**config.mk**
```make
export PLATFORM = sky130hd
export DESIGN_NAME = pipe_stall_ctrl
export DESIGN_NICKNAME = d
export VERILOG_FILES = /design/src/rtl/pipe_stall_ctrl.sv
export SDC_FILE = /design/constraint.sdc
export NUM_CORES = 1
export LEC_CHECK = 0
export ABC_AREA = 1
export CORE_MARGIN = 2
export CORE_UTILIZATION = 40
export CTS_CLUSTER_DIAMETER = 50
export DETAILED_ROUTE_END_ITERATION = 10
export PLACE_DENSITY = 0.66
export SYNTH_ARGS = -nofsm -noshare
export SYNTH_HDL_FRONTEND = slang
export SYNTH_SLANG_ARGS = --single-unit
```
**constraint.sdc**
```tcl
create_clock -name clock -period 2.1 [get_ports clock]
set_clock_uncertainty 0.2 [all_clocks]
set_input_delay 0.315 -clock clock [delete_from_list [all_inputs] [get_ports clock]]
set_output_delay 0.315 -clock clock [all_outputs]
set_load 0.1 [all_outputs]
```
**src/rtl/pipe_stall_ctrl.sv**
```systemverilog
// rtl/pipe_stall_ctrl.sv - load-use / imem-wait stall controller with ID-stage forwarding selects
module pipe_stall_ctrl #(
    parameter int TIMEOUT = 255,
    parameter int CNT_W   = 16
) (
    input  logic             clock,
    input  logic             resetn,
    input  logic [4:0]       id_rs,
    input  logic [4:0]       id_rt,
    input  logic             id_use_rs,
    input  logic             id_use_rt,
    input  logic             ex_wreg,
    input  logic             ex_m2reg,
    input  logic [4:0]       ex_rn,
    input  logic             mem_wreg,
    input  logic             mem_m2reg,
    input  logic [4:0]       mem_rn,
    input  logic             imem_ready,
    output logic             wpcir,
    output logic             id_bubble,
    output logic [1:0]       fwda,
    output logic [1:0]       fwdb,
    output logic             imem_timeout,
    output logic [CNT_W-1:0] stall_cnt
);

    localparam int WC_W = $clog2(TIMEOUT + 1);

    typedef enum logic [1:0] {RUN, LSTALL, IWAIT} state_t;

    state_t          state;
    state_t          state_nxt;
    logic [WC_W-1:0] wait_cnt;
    logic            lu;
    logic            iw;

    assign lu = ex_wreg & ex_m2reg & (ex_rn != 5'd0) &
                ((id_use_rs & (ex_rn == id_rs)) | (id_use_rt & (ex_rn == id_rt)));
    assign iw = ~imem_ready;

    // EX ALU results beat MEM; loads still in EX cannot forward and are covered by lu.
    function automatic logic [1:0] fwd_sel(input logic [4:0] r,
                                           input logic ewreg, input logic em2reg,
                                           input logic [4:0] ern,
                                           input logic mwreg, input logic mm2reg,
                                           input logic [4:0] mrn);
        if (ewreg && !em2reg && ern == r && ern != 5'd0)
            return 2'd1;
        else if (mwreg && mrn == r && mrn != 5'd0)
            return mm2reg ? 2'd3 : 2'd2;
        else
            return 2'd0;
    endfunction

    assign fwda = fwd_sel(id_rs, ex_wreg, ex_m2reg, ex_rn, mem_wreg, mem_m2reg, mem_rn);
    assign fwdb = fwd_sel(id_rt, ex_wreg, ex_m2reg, ex_rn, mem_wreg, mem_m2reg, mem_rn);

    always_comb begin
        wpcir     = 1'b0;
        state_nxt = RUN;
        case (state)
            RUN: begin
                if (lu) begin
                    wpcir     = 1'b1;
                    state_nxt = LSTALL;
                end else if (iw) begin
                    wpcir     = 1'b1;
                    state_nxt = IWAIT;
                end
            end
            LSTALL: begin
                if (iw) begin
                    wpcir     = 1'b1;
                    state_nxt = IWAIT;
                end
            end
            IWAIT: begin
                if (iw) begin
                    wpcir     = 1'b1;
                    state_nxt = IWAIT;
                end else if (lu) begin
                    wpcir     = 1'b1;
                    state_nxt = LSTALL;
                end
            end
            default: state_nxt = RUN;
        endcase
    end

    assign id_bubble = wpcir;

    always_ff @(posedge clock or negedge resetn) begin
        if (!resetn) begin
            state        <= RUN;
            wait_cnt     <= '0;
            imem_timeout <= 1'b0;
            stall_cnt    <= '0;
        end else begin
            state <= state_nxt;
            if (state == IWAIT && iw) begin
                if (wait_cnt != WC_W'(TIMEOUT))
                    wait_cnt <= wait_cnt + 1'b1;
                if (wait_cnt >= WC_W'(TIMEOUT - 1))
                    imem_timeout <= 1'b1;
            end else begin
                wait_cnt <= '0;
            end
            if (wpcir && stall_cnt != {CNT_W{1'b1}})
                stall_cnt <= stall_cnt + 1'b1;
        end
    end

endmodule

```
==> results list <==
* Cell types occupying the most area after synthesis: sky130_fd_sc_hd__dfrtp_1 (36%), sky130_fd_sc_hd__nand2_1 (15%), sky130_fd_sc_hd__nand3_1 (7.2%)
- Type of destination of the critical path: output pin
* Overall track demand over capacity in global routing: 17.51%
* R2r worst-path depth: 9
* Total cell area at the placement stage: 2610 um^2
- Top cell type's share of synthesized area: 36.17%
- The finished layout holds 373 standard cells, fillers aside.
* Critical-path top delay cell: sky130_fd_sc_hd__nor4_1
* Clk pwr share: 17.4%
- Peak VDD IR: 0.5482 mV
- The final count of hold timing violations is 0.
- In this run the worst hold path is classified as in2async.
- After routing the design area is 2675 um^2.
- Overflow after GRT: 0
- Buffer levels on the longest clock path: 2
- FF+latch count, synth: 27
* CTS clk-pin slew, worst paths: 90 ps
- Initial DRT Pass Iterations: 4
* Register area share after synthesis: 36.17%
* Maximum operating frequency: 484.3 MHz
- Average vias per placed instance: 4.957
- Data arrival, critical path: 1550 ps
- Tracing the worst setup path back leads to its startpoint at id_rs[2].
- Walking the worst path, the cells encountered are clkdlybuf4s15_1, xor2_1, nor4_1, nand2_1, o21ai_2, buf_12.
- Detail Placement HPWL: 3511 um
- P_int: 0.9628 mW
- Broken down by cell family, the worst path's largest delay share belongs to simple AND/OR/NAND/NOR gates.
- Of all nets on the critical path, the largest fanout is 3.
- The synthesized netlist occupies a cell area of 1868 um^2.
- Entering global routing, the biggest net connects 28 pins.
- In the final layout, the multi-input gates occupy 1126 um^2.
- Required time at the endpoint of the critical path: 1580 ps
- Syn nets: 293
- Once detail routing completed, the nets flagged for antenna violations numbered 0.
- The final max-slew violation count came to 0.
- For this run, the leading register cell type out of synthesis is sky130_fd_sc_hd__dfrtp_1.
- Vias after detailed routing: 1,849
- The repair_antennas step left the layout with diodes totalling 0.
* Vias in the first global route: 1,687
* Count of final setup violators: 0
- The tightest hold path in the finished design has a slack of 211.7 ps.
- Delay of the slowest cell on the worst path: 290 ps
* Number of antenna violations at the first check in global routing: 0
* Count of hold buffers inserted by post-cts repair: 0
* Switching power: 0.7255 mW
* Cell types with the highest counts after synthesis: sky130_fd_sc_hd__nand2_1 (76), sky130_fd_sc_hd__inv_1 (31), sky130_fd_sc_hd__dfrtp_1 (27), sky130_fd_sc_hd__nand3_1 (27), sky130_fd_sc_hd__nor2_1 (22)
- Part of the power in combinational logic: 43.9%
- Clock network latency to the later pin of the worst-skew pair: 270 ps
- The run finished with clean final reports.
* Worst-margin pin slew: 354.1 ps
- Shortest clock period the worst path allows after layout: 2065 ps
- The floorplan step set the die height to 72.34 um.
- Number of enable-type register cells in the synthesized netlist: 0
- Together, buffers and inverters on the worst path number 2.
- Synthesis handed over a netlist of 261 instances.
* Top-count cell post-synth: sky130_fd_sc_hd__nand2_1
- Counting every sink on the clock net gives 27.
- Library cell with the largest summed area after synthesis: sky130_fd_sc_hd__dfrtp_1
* Starting Density: 42.32%
* Final layout net count: 354
- Wire length per cell: 11.76 um
- For this run, design rule violations remaining after detail routing come to 0.
* Count of buffers from port buffering: 51
- The first routing iteration left 90 violations.
- The sequential cells in the finished layout cover a total of 700.7 um^2.
* Filler cell count: 400
* Die area: 5233 um^2
- Die width: 72.34 um
- Across the run, the number of max-cap violations was 0.
* Number of buffers inserted during clock tree synthesis: 3
* Async S/R FF share, synth: 100.0%
- Of the available clock period, the critical path in the final layout requires 98.33%.
- Sequential cells account for 38.7% of the total power.
- Syn-to-layout area delta: 43.20%
- For this run, the number of Yosys warnings is 0.
- Distinct cells, synth: 29
- The initialized floorplan defines 24 standard-cell rows.
- In this run, placement finished with an instance count of 367.
- Avg Inst Size Synth: 7.157 um^2
* Total power divided by cell area: 631.1 nW/um^2
* Clock root cell: sky130_fd_sc_hd__clkbuf_8
- STA classifies the critical path startpoint as a primary input.
- For this design the static power due to leakage is 1.278 nW.
- Total length of routed wires: 4388 um
- Total power draw: 1.688 mW
- Headroom to the max-slew limit came out at 76.39%.
- Total number of cells along the worst setup path: 6
- CTS H-Tree Depth: 1
* Number of top-level design ports: 52
- At the end of routability-driven placement, the weighted congestion stood at 0.8781.
* Floorplan Core Area: 4414 um^2
- Fraction of power spent switching nets: 42.97%
- Global-route wire length before repair: 7403 um
* Reg2reg start: stall_cnt[0]
* CTS tree: yes
- Fraction of layout cells with a size suffix above 1: 25.55%
- Crit Path Class: in2out
- Post-Route Setup TNS: 0 ps
cells in the final DEF (no fill, tap or decap), types with 5 or more instances in the layout:
cell and n:
sky130_fd_sc_hd__nand2_1 73, sky130_fd_sc_hd__inv_1 27, sky130_fd_sc_hd__nand3_1 27, sky130_fd_sc_hd__buf_4 21, sky130_fd_sc_hd__nor2_1 18, sky130_fd_sc_hd__dfrtp_2 14
sky130_fd_sc_hd__xor2_1 12, sky130_fd_sc_hd__dfrtp_1 11, sky130_fd_sc_hd__buf_12 11, sky130_fd_sc_hd__o21ai_0 9, sky130_fd_sc_hd__dlygate4sd2_1 9, sky130_fd_sc_hd__xnor2_1 8
sky130_fd_sc_hd__a21oi_1 7, sky130_fd_sc_hd__clkdlybuf4s50_1 7, sky130_fd_sc_hd__clkdlybuf4s15_1 7, sky130_fd_sc_hd__nand4_1 6, sky130_fd_sc_hd__clkbuf_2 5
flip-flops by register name, summed over array words and instances (netlist names):
signal        cells
state             2
stall_cnt        16
wait_cnt          8
imem_timeout      1
metal layers:
metal	GRT usage (%)	vias to the layer above	share of wire (%)
li1	-	965	-
met1	25.04	833	48
met2	27.83	49	46
met3	2.500	2	5.0
met4	4.403	0	0.39
met5	0	-	0
worst reg2reg max path: stages, from the launching register on:
cell	delay [ps]
sky130_fd_sc_hd__dfrtp_4	480
sky130_fd_sc_hd__ha_4	160
sky130_fd_sc_hd__nand3_2	110
sky130_fd_sc_hd__nor3_4	160
sky130_fd_sc_hd__nand2_2	110
sky130_fd_sc_hd__nor2_4	140
sky130_fd_sc_hd__nand2_4	150
sky130_fd_sc_hd__nand2_4	220
sky130_fd_sc_hd__nand2_1	80
sky130_fd_sc_hd__nand2_1	70
per-stage QoR:
step	setup slack (ps)	utilization, %
final	35.14	60.60
after global routing	-1.684	60.60
after CTS	2.059	60.32
after detailed placement	-270.1	59.13
after global placement	-265.6	59.13
after floorplan	-53.70	-
cell families after synthesis:
kind of cell / Yosys count / synth area share [%]
simple gates: 147 / 35.90
fa+ha+maj: 3 / 2.010
xor+xnor: 21 / 9.846
flops: 27 / 36.17
compound gates: 28 / 8.305
buf+inv: 35 / 7.770
repair_timing:
action | 4_1_cts | 5_1_grt
pin swaps | 15 | 12
setup endpoints to repair | 6 | 6
gates resized for setup | 35 | 19
buffers inserted | 1 | 1
layout make-up:
cell class / instances / share of cell area, %
timing repair buffer: 60 / 23.25
tap: 52 / 2.432
sequential: 27 / 26.19
multi-input combinational: 199 / 42.10
inverter: 31 / 4.350
clock buffer: 4 / 1.684
power groups by stage:
stage	logic, mW	clock network (mW)	registers [mW]
final	0.741	0.293	0.654
after CTS	0.740	0.310	0.655
after global routing	0.786	0.323	0.663
after global placement	0.741	0	0.665
after floorplan	0.208	0	0.933
after detailed placement	0.745	0	0.666
worst paths after layout:
| path | to | slack [ps] |
|---|---|---|
| hold reg to reg | wait_cnt[7] | 270 |
| setup reg to reg | stall_cnt[7] | 180 |
| hold / removal | wait_cnt[1] | 210 |
| min in group clock | wait_cnt[7] | 270 |
| setup / recovery | fwda[0] | 40 |
| max in group asynchronous | stall_cnt[0] | 1190 |
Power figures use the tool's default switching activity.
